--- config.mk ---
export PLATFORM = sky130hd
export DESIGN_NAME = button_event_decoder
export DESIGN_NICKNAME = d
export VERILOG_FILES = /design/src/rtl/button_event_decoder.sv
export SDC_FILE = /design/constraint.sdc
export NUM_CORES = 1
export LEC_CHECK = 0
export CAP_MARGIN = 20
export CORE_ASPECT_RATIO = 1.1
export CORE_MARGIN = 2
export CORE_UTILIZATION = 25
export DETAILED_ROUTE_END_ITERATION = 6
export PLACE_DENSITY = 0.48
export RECOVER_POWER = 50
export SYNTH_ARGS = -nofsm -noshare
export SYNTH_HDL_FRONTEND = slang
export SYNTH_SLANG_ARGS = --single-unit
--- constraint.sdc ---
create_clock -name clk -period 4.2 [get_ports clk]
set_clock_uncertainty 0.15 [all_clocks]
set_input_delay 0.63 -clock clk [delete_from_list [all_inputs] [get_ports clk]]
set_output_delay 0.63 -clock clk [all_outputs]
set_load 0.01 [all_outputs]
--- src/rtl/button_event_decoder.sv ---
// Turns a debounced button (level + click pulse) into short/long/repeat events.
// Optional double-click detection is compiled in with `define BTN_DOUBLE_CLICK_EN.
module button_event_decoder #(
    parameter int unsigned CNT_WIDTH     = 16,
    parameter int unsigned LONG_CYCLES   = 1000,
    parameter int unsigned REPEAT_CYCLES = 200,
    parameter int unsigned DBL_WINDOW    = 300
) (
    input  logic clk,
    input  logic rst,
    input  logic ce,
    input  logic btn_level,
    input  logic btn_click,
    output logic short_press,
    output logic long_press,
    output logic repeat_tick,
    output logic double_press,
    output logic held
);

`ifdef BTN_DOUBLE_CLICK_EN
    typedef enum logic [2:0] {IDLE, PRESSED, LONG, WAIT2, SWALLOW} state_t;
`else
    typedef enum logic [2:0] {IDLE, PRESSED, LONG} state_t;
    logic unused_dbl_window;
    assign unused_dbl_window = |CNT_WIDTH'(DBL_WINDOW);
`endif

    state_t               state;
    logic [CNT_WIDTH-1:0] cnt;
    logic [CNT_WIDTH-1:0] cnt_inc;

    assign cnt_inc = cnt + CNT_WIDTH'(1);

    always_ff @(posedge clk) begin
        if (rst) begin
            state        <= IDLE;
            cnt          <= '0;
            short_press  <= 1'b0;
            long_press   <= 1'b0;
            repeat_tick  <= 1'b0;
            double_press <= 1'b0;
            held         <= 1'b0;
        end else begin
            // pulses live for exactly one clk, independent of ce
            short_press  <= 1'b0;
            long_press   <= 1'b0;
            repeat_tick  <= 1'b0;
            double_press <= 1'b0;
            if (ce) begin
                case (state)
                    IDLE: begin
                        if (btn_click) begin
                            state <= PRESSED;
                            cnt   <= '0;
                        end
                    end
                    PRESSED: begin
                        if (!btn_level) begin
                            cnt <= '0;
`ifdef BTN_DOUBLE_CLICK_EN
                            state <= WAIT2;
`else
                            state       <= IDLE;
                            short_press <= 1'b1;
`endif
                        end else if (cnt_inc == CNT_WIDTH'(LONG_CYCLES)) begin
                            state      <= LONG;
                            cnt        <= '0;
                            long_press <= 1'b1;
                            held       <= 1'b1;
                        end else begin
                            cnt <= cnt_inc;
                        end
                    end
                    LONG: begin
                        if (!btn_level) begin
                            state <= IDLE;
                            cnt   <= '0;
                            held  <= 1'b0;
                        end else if (cnt_inc == CNT_WIDTH'(REPEAT_CYCLES)) begin
                            cnt         <= '0;
                            repeat_tick <= 1'b1;
                        end else begin
                            cnt <= cnt_inc;
                        end
                    end
`ifdef BTN_DOUBLE_CLICK_EN
                    WAIT2: begin
                        // a click landing on the expiry cycle still counts as a double
                        if (btn_click) begin
                            state        <= SWALLOW;
                            cnt          <= '0;
                            double_press <= 1'b1;
                        end else if (cnt_inc == CNT_WIDTH'(DBL_WINDOW)) begin
                            state       <= IDLE;
                            cnt         <= '0;
                            short_press <= 1'b1;
                        end else begin
                            cnt <= cnt_inc;
                        end
                    end
                    SWALLOW: begin
                        if (!btn_level) state <= IDLE;
                    end
`endif
                    default: begin
                        state <= IDLE;
                        cnt   <= '0;
                        held  <= 1'b0;
                    end
                endcase
            end
        end
    end

endmodule

==> reports/metrics.yaml <==
max_ir_drop_vdd_uv: 123.8
power_frac_clock: 0.398
grt_util_all_layers: 0.1126
power.net_switching_uw: 89.58
finalNetCount: 196
p_int_uw: 301.7
clock_tree.buffer_depth: 2
antenna_violations_before_repair: 0
initial_utilization: 0.2543
cp_max_stage_delay_ns: 0.47
numClockSinks: 22
timing.final.max_slew_violations: 0
synth_async_sr_flop_share: 0
holdBufCountCts: 0
final.period_utilization: 0.7692
seq_power_share: 0.538
run_status: "complete, no violations"
end_kind: "flop"
start_kind: "flop"
worstPathArrival_ns: 3.24
cts-root-buf: "sky130_fd_sc_hd__clkbuf_8"
die-width_um: 78.99
r2r_setup_slk_ns: 0.97
io_buffers: 8
comb_power_share: 0.064
unrepaired_setup_endpoints_after_global_routing: "false"
share_of_cells_above_drive_strength_1: 0.09730
path_class: "flop to flop"
p_leak_uw: 0.0005787
timing_hold_violations_final: 0
postSynthCellCount: 183
die-area_sq_um: 6832
fin_tns_setup_ns: 0
post-route-drc-count: 0
fill_cells: 672
cts_buffers: 3
clk-insertion-delay-late_ns: 0.26
num_vias: 1354
crit_path_max_fanout: 10
cts-resized-gates: 0
die_y_um: 86.49
post_synth_main_area_contributors: "sky130_fd_sc_hd__dfxtp_1 (28%), sky130_fd_sc_hd__nand2_1 (4.4%), sky130_fd_sc_hd__nor2_1 (4.4%)"
synth_top_flop_cell: "sky130_fd_sc_hd__dfxtp_1"
power.density_cell_area_nw_per_um2: 230.8
num_rows: 30
netlist-cell-type-count: 54
syn_to_final_growth_pct: 9.628
tightest_pin_transition_ns: 0.9550
setup_violation_total_in_the_final_timing_report: 0
synth-seq-cells: 22
syn_area_sq_um: 1546
syn-num-nets: 193
clk_pin_slew_ns: 0.08
drt_first_iter_violations: 86
synth.most_common_cell: "sky130_fd_sc_hd__dfxtp_1"
global_route_wire_length_before_repair_mm: 6.168
synthDominantAreaCellType: "sky130_fd_sc_hd__dfxtp_1"
grt-ovfl-total: 0
drt_first_pass_iters: 4
slowest_cell_on_crit_path: "sky130_fd_sc_hd__dfxtp_1"
antennaDiodeCount: 0
cp_data_required_time_ns: 4.21
dp_hpwl_mm: 2.692
synthesis.area_per_instance_sq_um: 8.451
synth_edf_count: 0
synth_seq_area_share: 0.2848
clock_tree.htree_level_count: 1
viasPerCell: 5.109
antenna_violating_nets_post_route: 0
boundaryPins: 10
core_area_sq_um: 6081
grt_max_degree: 21
crit_chain: "ha_1, nand3_1, nor4_1, and2b_1, nor2_1, o2111a_1, nor3_4, a221o_1"
synth_largest_type_area_fraction: 0.2848
cts_post_setup_buffers_inserted: 0
yosys-top-cells-count: "sky130_fd_sc_hd__dfxtp_1 (22), sky130_fd_sc_hd__nand2_1 (18), sky130_fd_sc_hd__nor2_1 (18)"
slew_headroom: 0.3633
detail_route.wirelength_mm: 3.637
final_core_util: 0.2788
gp_congestion: 0.7953
yosys_warnings: 0
sw_frac_of_total: 0.2289
max-cap-violations: 0
fmax_ghz: 0.3095
timing.hold.worst.class: "flop to flop"
via_count_of_the_first_global_routing_pass: 1209
route.detailed.wl_per_inst_um: 13.72
hold_slack_ns: 0.3534
cts_tree: "yes"
period_needed_ns: 3.231
cell type report:
cell class | count | area [sq um] | area share
multi-input cells | 145 | 997.2 | 0.5882
repair buffers | 10 | 87.58 | 0.05166
clock buffers | 4 | 55.05 | 0.03247
inverters | 4 | 15.01 | 0.008856
flip-flops and latches | 22 | 440.4 | 0.2598
well taps | 80 | 100.1 | 0.05904
stage by stage:
step                      power (uW)  std cells  setup slack, ns  area, sq um
final                          391.3        265           0.9693         1695
after global routing           406.7        265           0.7158         1695
after CTS                      400.9        265            1.298         1729
after detailed placement       242.1        261            1.301         1674
after global placement         242.5        261            1.411         1674
after floorplan                231.3        183            1.605         1546
power by group through the flow:
stage	clock (uW)	sequential [uW]	combinational [uW]
after detailed placement	0	215	26.8
after CTS	164	210	26.8
final	156	210	25.2
after global placement	0	215	27.2
after global routing	168	210	28.2
after floorplan	0	215	16.2
critical path, delay by kind of cell (launching register included):
family	cells	cell delay [ns]
compound gates	2	0.83
fa+ha+maj	1	0.34
flops	1	0.47
simple gates	5	1.34
placed cells by master, fill, tap and decap left out, types with 3 or more instances in the layout:
cell type                         Yosys  routed
sky130_fd_sc_hd__dfxtp_1             22      22
sky130_fd_sc_hd__a21oi_1              4       4
sky130_fd_sc_hd__clkbuf_8             0       4
sky130_fd_sc_hd__a31oi_1              3       3
sky130_fd_sc_hd__a22o_1               3       3
sky130_fd_sc_hd__clkdlybuf4s50_1      0       3
sky130_fd_sc_hd__xnor2_1              3       3
sky130_fd_sc_hd__nor4_1               9       9
sky130_fd_sc_hd__nor4b_1              6       6
sky130_fd_sc_hd__nor3_1               5       5
sky130_fd_sc_hd__o21ai_0              3       3
sky130_fd_sc_hd__inv_1                4       4
sky130_fd_sc_hd__a221o_1              5       5
sky130_fd_sc_hd__nand2b_1             4       4
sky130_fd_sc_hd__nand3_1              6       7
sky130_fd_sc_hd__nand4_1              3       3
sky130_fd_sc_hd__ha_1                 5       5
sky130_fd_sc_hd__or3_1                3       4
sky130_fd_sc_hd__o21ai_1              3       3
sky130_fd_sc_hd__o21a_1               4       4
sky130_fd_sc_hd__dlygate4sd3_1        0       5
sky130_fd_sc_hd__xor2_1               3       3
sky130_fd_sc_hd__nor2_1              18      18
sky130_fd_sc_hd__nand2_1             18      18
cell families after synthesis:
kind of cell / synth area share
simple gates: 0.3730
fa+ha+maj: 0.04045
xor+xnor: 0.03399
buf+inv: 0.05339
other cells: 0.002425
compound gates: 0.2055
flops: 0.2848
mux: 0.006473
final timing paths:
path	start	cells past startpoint	to
worst max register to register	cnt[0]	8	cnt[14]
worst min-delay path	state[1]	1	state[1]
worst max-delay path	cnt[0]	8	cnt[14]
worst min register to register	state[1]	1	state[1]
state kept, by name, summed over array words and instances, names as in the netlist:
signal	count
repeat_tick	1
cnt	16
held	1
long_press	1
state	2
short_press	1
metal layers:
layer | wire length, um | global-route usage | part of all wire
met1 | 1744 | 0.1463 | 0.48
met2 | 1735 | 0.1918 | 0.48
met3 | 74 | 0.01146 | 0.020
met4 | 82 | 0.04389 | 0.023
met5 | 0 | 0 | 0
No activity file was read; power rests on OpenSTA's default activity.
